<file path="config.mk">
export PLATFORM = sky130hd
export DESIGN_NAME = ph_cache_sched
export DESIGN_NICKNAME = d
export VERILOG_FILES = /design/src/rtl/ph_cache_sched.sv
export SDC_FILE = /design/constraint.sdc
export NUM_CORES = 1
export LEC_CHECK = 0
export ABC_AREA = 1
export ABC_CLOCK_PERIOD_IN_PS = 2100
export CORE_UTILIZATION = 45
export CTS_CLUSTER_DIAMETER = 50
export DETAILED_ROUTE_END_ITERATION = 7
export GPL_ROUTABILITY_DRIVEN = 0
export PLACE_DENSITY = 0.81
export SETUP_SLACK_MARGIN = 0.3
export SYNTH_ARGS = -nofsm -noshare
export SYNTH_HDL_FRONTEND = slang
export SYNTH_SLANG_ARGS = --single-unit
</file>
<file path="constraint.sdc">
create_clock -name clk -period 2.1 [get_ports clk]
set_input_delay 0.525 -clock clk [delete_from_list [all_inputs] [get_ports clk]]
set_output_delay 0.525 -clock clk [all_outputs]
set_load 0.03 [all_outputs]
</file>
<file path="src/rtl/ph_cache_sched.sv">
// ph_cache_sched
// Ping-pong frame scheduler for the pulse-height cache. Incoming frames are
// steered into one of two PH banks. Completed frames are handed to readers
// in commit order. Word reads of the current read frame are arbitrated
// round-robin between the host and the baseline-subtraction engine.
//
// Ports
//   clk, rst                 system clock, synchronous active-high reset
//   axi_str_rxd_*            PH frame stream in (never stalled, drops instead)
//   bank_we/waddr/wdata      registered bank write port (bank_we one-hot)
//   bank_rsel/raddr          registered bank read port (1-cycle bank latency)
//   bank_rdata0/1            bank read data
//   host_* / eng_*           word-read request/grant/valid per requester
//   rdata                    shared read data, qualified by *_rvalid
//   rd_done                  releases the current read frame
//   frame_avail, rd_len      read frame present and its word count
//   frame_seq, drop_cnt      committed / dropped frame counters
//   trunc, clr_stat          sticky oversize flag, statistics clear
//
// Writer states
//   state  | meaning
//   W_SYNC | discarding a partial frame seen after reset, waiting for tlast
//   W_IDLE | between frames, next beat starts a frame
//   W_FILL | storing a frame into the claimed bank
//   W_DROP | no bank was free at frame start, discarding until tlast
module ph_cache_sched #(
    parameter int AW = 8,
    parameter int DW = 32
) (
    input  logic          clk,
    input  logic          rst,
    input  logic [DW-1:0] axi_str_rxd_tdata,
    input  logic          axi_str_rxd_tvalid,
    input  logic          axi_str_rxd_tlast,
    output logic          axi_str_rxd_tready,
    output logic [1:0]    bank_we,
    output logic [AW-1:0] bank_waddr,
    output logic [DW-1:0] bank_wdata,
    output logic          bank_rsel,
    output logic [AW-1:0] bank_raddr,
    input  logic [DW-1:0] bank_rdata0,
    input  logic [DW-1:0] bank_rdata1,
    input  logic          host_req,
    input  logic [AW-1:0] host_addr,
    output logic          host_gnt,
    output logic          host_rvalid,
    input  logic          eng_req,
    input  logic [AW-1:0] eng_addr,
    output logic          eng_gnt,
    output logic          eng_rvalid,
    output logic [DW-1:0] rdata,
    input  logic          rd_done,
    output logic          frame_avail,
    output logic [AW:0]   rd_len,
    output logic [15:0]   frame_seq,
    output logic [15:0]   drop_cnt,
    output logic          trunc,
    input  logic          clr_stat
);

    typedef enum logic [1:0] {W_SYNC, W_IDLE, W_FILL, W_DROP} wstate_t;
    typedef enum logic [1:0] {B_EMPTY, B_FILL, B_FULL} bstate_t;

    localparam logic [AW:0] DEPTH = {1'b1, {AW{1'b0}}};

    wstate_t       wstate_q, wstate_d;
    bstate_t       bst_q [2];
    bstate_t       bst_d [2];
    logic [AW:0]   len_q [2];
    logic [AW:0]   len_d [2];
    logic          wbank_q, wbank_d;
    logic [AW:0]   wcnt_q, wcnt_d;
    logic [1:0]    fifo_q, fifo_d;        // fifo_q[0] is the read bank
    logic [1:0]    fifo_cnt_q, fifo_cnt_d;
    logic [15:0]   frame_seq_q, frame_seq_d;
    logic [15:0]   drop_cnt_q, drop_cnt_d;
    logic          trunc_q, trunc_d;
    logic [1:0]    we_q, we_d;
    logic [AW-1:0] waddr_q, waddr_d;
    logic [DW-1:0] wdata_q, wdata_d;
    logic          pri_host_q, pri_host_d;
    logic          rsel_q, rsel_d;
    logic [AW-1:0] raddr_q, raddr_d;
    logic          p1_host_q, p1_host_d;
    logic          p1_eng_q, p1_eng_d;
    logic          p2_host_q, p2_host_d;
    logic          p2_eng_q, p2_eng_d;
    logic          rsel2_q, rsel2_d;

    logic          accept;
    logic          rel;
    logic          head;
    logic          any_empty;
    logic          claim;
    logic          commit;
    logic          commit_bank;
    logic [AW:0]   commit_len;
    logic          drop;
    logic          trunc_set;
    logic [1:0]    cnt_pop;

    assign axi_str_rxd_tready = !rst;
    assign accept      = axi_str_rxd_tvalid && !rst;
    assign frame_avail = (fifo_cnt_q != 2'd0);
    assign head        = fifo_q[0];
    assign rel         = rd_done && frame_avail;
    assign any_empty   = (bst_q[0] == B_EMPTY) || (bst_q[1] == B_EMPTY);
    assign claim       = (bst_q[0] == B_EMPTY) ? 1'b0 : 1'b1;

    // Tie goes to whichever requester was not granted most recently.
    assign host_gnt = frame_avail && host_req && (!eng_req || pri_host_q);
    assign eng_gnt  = frame_avail && eng_req && (!host_req || !pri_host_q);

    always_comb begin
        wstate_d    = wstate_q;
        bst_d       = bst_q;
        len_d       = len_q;
        wbank_d     = wbank_q;
        wcnt_d      = wcnt_q;
        fifo_d      = fifo_q;
        fifo_cnt_d  = fifo_cnt_q;
        frame_seq_d = frame_seq_q;
        drop_cnt_d  = drop_cnt_q;
        trunc_d     = trunc_q;
        we_d        = 2'b00;
        waddr_d     = waddr_q;
        wdata_d     = wdata_q;
        pri_host_d  = pri_host_q;
        rsel_d      = rsel_q;
        raddr_d     = raddr_q;
        p1_host_d   = host_gnt;
        p1_eng_d    = eng_gnt;
        p2_host_d   = p1_host_q;
        p2_eng_d    = p1_eng_q;
        rsel2_d     = rsel_q;
        commit      = 1'b0;
        commit_bank = 1'b0;
        commit_len  = '0;
        drop        = 1'b0;
        trunc_set   = 1'b0;
        cnt_pop     = fifo_cnt_q;

        case (wstate_q)
            W_SYNC: begin
                if (accept && axi_str_rxd_tlast) wstate_d = W_IDLE;
            end
            W_IDLE: begin
                if (accept) begin
                    if (any_empty) begin
                        we_d[claim] = 1'b1;
                        waddr_d     = '0;
                        wdata_d     = axi_str_rxd_tdata;
                        if (axi_str_rxd_tlast) begin
                            commit      = 1'b1;
                            commit_bank = claim;
                            commit_len  = (AW+1)'(1);
                        end else begin
                            bst_d[claim] = B_FILL;
                            wbank_d      = claim;
                            wcnt_d       = (AW+1)'(1);
                            wstate_d     = W_FILL;
                        end
                    end else if (axi_str_rxd_tlast) begin
                        drop = 1'b1;
                    end else begin
                        wstate_d = W_DROP;
                    end
                end
            end
            W_FILL: begin
                if (accept) begin
                    if (wcnt_q != DEPTH) begin
                        we_d[wbank_q] = 1'b1;
                        waddr_d       = wcnt_q[AW-1:0];
                        wdata_d       = axi_str_rxd_tdata;
                        wcnt_d        = wcnt_q + (AW+1)'(1);
                    end else begin
                        trunc_set = 1'b1;
                    end
                    if (axi_str_rxd_tlast) begin
                        commit      = 1'b1;
                        commit_bank = wbank_q;
                        commit_len  = wcnt_d;
                        wstate_d    = W_IDLE;
                    end
                end
            end
            W_DROP: begin
                if (accept && axi_str_rxd_tlast) begin
                    drop     = 1'b1;
                    wstate_d = W_IDLE;
                end
            end
            default: wstate_d = W_SYNC;
        endcase

        // Release pops before the push so a same-cycle commit lands behind
        // the surviving entry.
        if (rel) begin
            bst_d[head] = B_EMPTY;
            fifo_d[0]   = fifo_q[1];
            cnt_pop     = fifo_cnt_q - 2'd1;
        end
        fifo_cnt_d = cnt_pop;
        if (commit) begin
            bst_d[commit_bank] = B_FULL;
            len_d[commit_bank] = commit_len;
            if (cnt_pop == 2'd0) fifo_d[0] = commit_bank;
            else                 fifo_d[1] = commit_bank;
            fifo_cnt_d  = cnt_pop + 2'd1;
            frame_seq_d = frame_seq_q + 16'd1;
        end

        if (clr_stat) begin
            drop_cnt_d = '0;
            trunc_d    = 1'b0;
        end else begin
            if (drop && (drop_cnt_q != 16'hFFFF)) drop_cnt_d = drop_cnt_q + 16'd1;
            if (trunc_set) trunc_d = 1'b1;
        end

        if (host_gnt) begin
            rsel_d     = head;
            raddr_d    = host_addr;
            pri_host_d = 1'b0;
        end else if (eng_gnt) begin
            rsel_d     = head;
            raddr_d    = eng_addr;
            pri_host_d = 1'b1;
        end
    end

    always_ff @(posedge clk) begin
        if (rst) begin
            wstate_q    <= W_SYNC;
            bst_q       <= '{B_EMPTY, B_EMPTY};
            len_q       <= '{default: '0};
            wbank_q     <= 1'b0;
            wcnt_q      <= '0;
            fifo_q      <= '0;
            fifo_cnt_q  <= '0;
            frame_seq_q <= '0;
            drop_cnt_q  <= '0;
            trunc_q     <= 1'b0;
            we_q        <= '0;
            waddr_q     <= '0;
            wdata_q     <= '0;
            pri_host_q  <= 1'b1;
            rsel_q      <= 1'b0;
            raddr_q     <= '0;
            p1_host_q   <= 1'b0;
            p1_eng_q    <= 1'b0;
            p2_host_q   <= 1'b0;
            p2_eng_q    <= 1'b0;
            rsel2_q     <= 1'b0;
        end else begin
            wstate_q    <= wstate_d;
            bst_q       <= bst_d;
            len_q       <= len_d;
            wbank_q     <= wbank_d;
            wcnt_q      <= wcnt_d;
            fifo_q      <= fifo_d;
            fifo_cnt_q  <= fifo_cnt_d;
            frame_seq_q <= frame_seq_d;
            drop_cnt_q  <= drop_cnt_d;
            trunc_q     <= trunc_d;
            we_q        <= we_d;
            waddr_q     <= waddr_d;
            wdata_q     <= wdata_d;
            pri_host_q  <= pri_host_d;
            rsel_q      <= rsel_d;
            raddr_q     <= raddr_d;
            p1_host_q   <= p1_host_d;
            p1_eng_q    <= p1_eng_d;
            p2_host_q   <= p2_host_d;
            p2_eng_q    <= p2_eng_d;
            rsel2_q     <= rsel2_d;
        end
    end

    assign bank_we     = we_q;
    assign bank_waddr  = waddr_q;
    assign bank_wdata  = wdata_q;
    assign bank_rsel   = rsel_q;
    assign bank_raddr  = raddr_q;
    assign host_rvalid = p2_host_q;
    assign eng_rvalid  = p2_eng_q;
    // Bank data arrives one cycle after raddr; gate it so idle rdata is 0.
    assign rdata       = (p2_host_q || p2_eng_q) ? (rsel2_q ? bank_rdata1 : bank_rdata0) : '0;
    assign rd_len      = frame_avail ? len_q[head] : '0;
    assign frame_seq   = frame_seq_q;
    assign drop_cnt    = drop_cnt_q;
    assign trunc       = trunc_q;

endmodule

</file>
-- After elaboration in Yosys (flattened, before gate mapping)
Index checks and enable logic that the tools add are counted.
- register bits after elaboration: 128
- output and inout bits: 131
- logic and storage cells: 189
- bits of input ports: 120
- reduce and logical (&&, ||, !) cells: 35
- muxes and demuxes: 90
- order comparisons: 10
- bitwise logic cells: 13
- add/subtract/negate cells: 5
- eq/ne operators: 12
- operators by type and width (operator ; count):
    $mux W32 ; 6
    $mux W9 ; 12
    $pmux W32 S2 ; 1
    $mux W8 ; 6
    $pmux W9 S2 ; 2
    $add A16 B1 Y16 const B ; 2
    $mux W2 ; 16
    $mux W1 ; 28
    $mux W4 ; 6
    $bwmux W18 ; 1
    $ne A16 B16 Y1 const B ; 1
    $pmux W8 S2 ; 1
    $reduce_and A5 Y1 ; 3
    $logic_and A1 B1 Y1 ; 13
    $ne A2 B2 Y1 const B ; 6
    $add A9 B1 Y9 const B ; 1
    $demux W9 S1 ; 1
    $ne A9 B9 Y1 const B ; 1
    $logic_not A2 Y1 ; 4
    $demux W2 S1 ; 3
    $ge A2 B2 Y1 const B ; 3
    $lt A2 B1 Y1 const B ; 3
    $not A1 Y2 ; 3
    $pmux W1 S2 ; 3
    other kinds (22) ; 39

-- Logic depth before layout (Yosys ltp)
- depth in word-level cells: 17
- gate-level depth with buffers: 12
- depth with buffers taken out: 12

-- Least setup slack after synthesis
OpenSTA, ideal clock, no wires.
- path kind: reg2out
- from: register fifo_cnt_q[0]
- to: output rd_len[0]
- path buffers: 1
- stages on the path, launching flop included: 7
- arrival: 1.746 ns
- slack: -0.171 ns
- required time: 1.575 ns
- cells stage by stage: dfxtp_1 inv_1 ha_1 inv_1 clkbuf_1 o21ai_0 a21oi_1
- longest elaborated chain between the ends: 2
- ends and longest elaborated chain (item ; line ; text):
    start, declared ; 74 ; logic [1:0] fifo_cnt_q, fifo_cnt_d;
    start signal, assigned ; 263 ; fifo_cnt_q <= fifo_cnt_d;
    $reduce_bool A2 Y1 ; 104 ; assign frame_avail = (fifo_cnt_q != 2'd0);
    via frame_avail ; 53 ; output logic frame_avail,
    $mux W9 ; 290 ; assign rd_len = frame_avail ? len_q[head] : '0;
    end, declared ; 54 ; output logic [AW:0] rd_len,
The timed path passes the listed nets, and every way through them passes these cells.

-- Worst setup path in the final report
- from: input bank_rdata0[12]
- to: output rdata[12]
- longest elaborated chain between the ends: 2
- ends and longest elaborated chain (item ; line ; text):
    start, declared ; 41 ; input logic [DW-1:0] bank_rdata0,
    $mux W32 (2 in series) ; 289 ; assign rdata = (p2_host_q || p2_eng_q) ? (rsel2_q ? bank_rdata1 : bank_rdata0) : '0;
    end, declared ; 51 ; output logic [DW-1:0] rdata,
No other way between the ends.

==> out/results.ini <==
[status]
status = finished with violations
violations = setup timing

[place]
dp_hpwl_um = 16400
io_buffers = 250
dp_slack_ns = -0.03757
dp_cells = 1439
place_area_mm2 = 0.009508

[clocking]
numCtsBuffers = 17
cts_htree_levels = 4
cts.sinks = 128
hold_buffers = 0
worstSkewPairLatency_ns = 0.42
root_buffer = clkbuf_16
tritoncts = done
cts_buffer_depth = 2
path_clk_slew_ns = 0.06

[synth]
yosys.area.top_type_share_pct = 38.28
synth-edff-count = 0
ys_seq_area_share_pct = 38.28
synth_cell_type_count = 33
synth_area_leaders = dfxtp_1, nand2_1, a21oi_1, nand4_1, inv_1
netlist_top_cells_count = nand2_1, a21oi_1, dfxtp_1
yosys_warnings = 0
postSynthAreaPerCell_um2 = 6.595
synth_fp_nets = 1145
synth_flop_cell = dfxtp_1
yosys_register_bits = 128
async_flop_share_pct = 0
synthesis.area_mm2 = 0.006694
syn_inst = 1015
yosys.area.top_type = dfxtp_1
yosysMostFrequentCell = nand2_1

[pwr]
p_total_mw = 9.418
p_per_area_mw_per_mm2 = 809.9
p_leak_nw = 4.857
peakVddDrop_uv = 599.8

[drt]
viasPerCell = 5.633
dr.first_iter.drc_count = 830
num_vias = 8512
drc = 0
avgRoutedWirePerCell_um = 20.52
drt-total-wl_um = 31010
ant_nets = 0
firstDrtPassIters = 8

[critical_path]
r2r_start = fifo_cnt_q[1]
cpMaxStageDelayCell = clkdlybuf4s50_1
max_stage_delay_ns = 0.72
critPathBufInv = 2
setup.worst_path.start_class = input port
required_ns = 1.57
crit_chain = clkdlybuf4s50_1 > nand2_4 > a21oi_2 > buf_6
cp_top_family = buffers and inverters
r2r_slack_ns = 0.30
crit_fanout = 1
reg2reg_depth = 11
crit_type = input port to output pin
reg2reg_to = bank_raddr[1]
endpoint_kind = output pin
cp.arrival_ns = 1.64

[sta]
fin_worst_skew_ns = 0.01188
rsz0062_at_grt = true
hold_viol_final = 0
setup_viol = 10
fmax_mhz = 462.6
maxSlewViolCount = 0
period_needed_ns = 2.162
tightest_slew_ns = 0.6218
slew_headroom_pct = 58.55
fin_crit_sh_pct = 102.9
fin_ws_ns = -0.06159

[final_layout]
fin_cells = 1511
final_area_mm2 = 0.01163
drive_above_1_share_pct = 25.81
synthToLayoutAreaGrowth_pct = 73.72
final_net_count = 1442

[floorplanning]
die_h_um = 124.0
core_mm2 = 0.01453
start_util_pct = 46.06
rows = 44
die_w_um = 124.0
dieArea_mm2 = 0.01537
pin_count = 251

[global_routing]
grt_use_total_pct = 34.72
grt_max_degree = 52
grt-ovfl-total = 0
antenna_found_initial = 2
grt_pass1_vias = 7503
grt_pass1_wl_um = 39960

[hold_path]
worstHoldStart = p1_host_q
worstHoldEndpoint = host_rvalid
hold_depth = 2
hp-class = flop to flop

[flow_run]
cap_violations = 0

==> power by group <==
part           total (mW)  leakage [nW]  internal, mW  switching (mW)
logic                3.50          3.52          1.42            2.08
clock network        3.19         0.298          2.00            1.19
registers            2.72          1.04          2.61           0.115
==> state kept, by name (all words and copies together) (netlist names), 4 cells and up <==
name        count
bank_raddr      8
bank_waddr      8
bank_wdata     32
bst_q           4
drop_cnt       16
frame_seq      16
len_q          18
wcnt_q          9
==> placed cells by master (no fill, tap or decap), drive strengths merged, types with 50 or more instances in the layout <==
cell type,synthesis,layout
nand3,63,63
nand2,345,345
a21oi,131,131
inv,87,87
dfxtp,128,128
dlygate4sd2,0,72
buf,29,122
nor2,83,83
nand4,50,50
clkdlybuf4s50,0,103
==> worst min-delay path, cell delays in order, from the launching register on <==
cell	delay, ns
dfxtp_1	0.30
inv_1	0.04
nor2_1	0.03
==> routing by layer <==
layer / GRT usage (%) / vias up / share of wire [%]
met1: 39.00 / 3913 / 35
met4: 21.35 / 2 / 7.4
li1: - / 3901 / -
met5: 1.042 / - / 0.13
met2: 55.42 / 522 / 45
met3: 13.19 / 174 / 12
==> cell families after synthesis <==
logic type	after synthesis	share of synthesized area [%]
simple gates	546	35.22
buf+inv	143	9.346
flops	128	38.28
compound gates	173	13.33
xor+xnor	15	1.963
fa+ha+maj	10	1.869
==> how the worst max path moves through the flow <==
stage                                from         to  cells after the start
after detailed placement  bank_rdata1[13]  rdata[13]                      4
after CTS                   fifo_cnt_q[1]   host_gnt                      6
after global routing              rsel2_q  rdata[28]                      7
after global placement    bank_rdata1[13]  rdata[13]                      4
final                     bank_rdata0[12]  rdata[12]                      4
after floorplan                   rsel2_q  rdata[12]                      5
==> area by class of cell <==
class                           count  area (um2)
Antenna cell                        2       5.005
Tap cell                          184       230.2
Sequential cell                   128        2584
Multi-Input combinational cell    744        4413
Clock buffer                       17       425.4
Fill cell                         901        2905
Timing Repair Buffer              328        3371
Clock inverter                     15       210.2
Timing Repair inverter              3       22.52
Inverter                           90       367.9
==> timing repair <==
action / 4_1_cts / 5_1_grt
pin swaps: 43 / 40
cloned: 9 / 2
setup endpoints to repair: 159 / 171
buffers inserted: 20 / 7
resized for setup: 323 / 129
==> through the flow <==
stage	util, %	hold slack [ns]	TNS [ns]
after floorplan	-	0.3883	0
after global placement	65.42	0.4049	-0.03490
after detailed placement	65.42	0.4061	-0.3578
after CTS	76.70	0.4126	0
after global routing	79.99	0.4318	-0.8947
final	80.01	0.4121	-0.2823
Note: power is estimated with default switching activity, not from simulation.
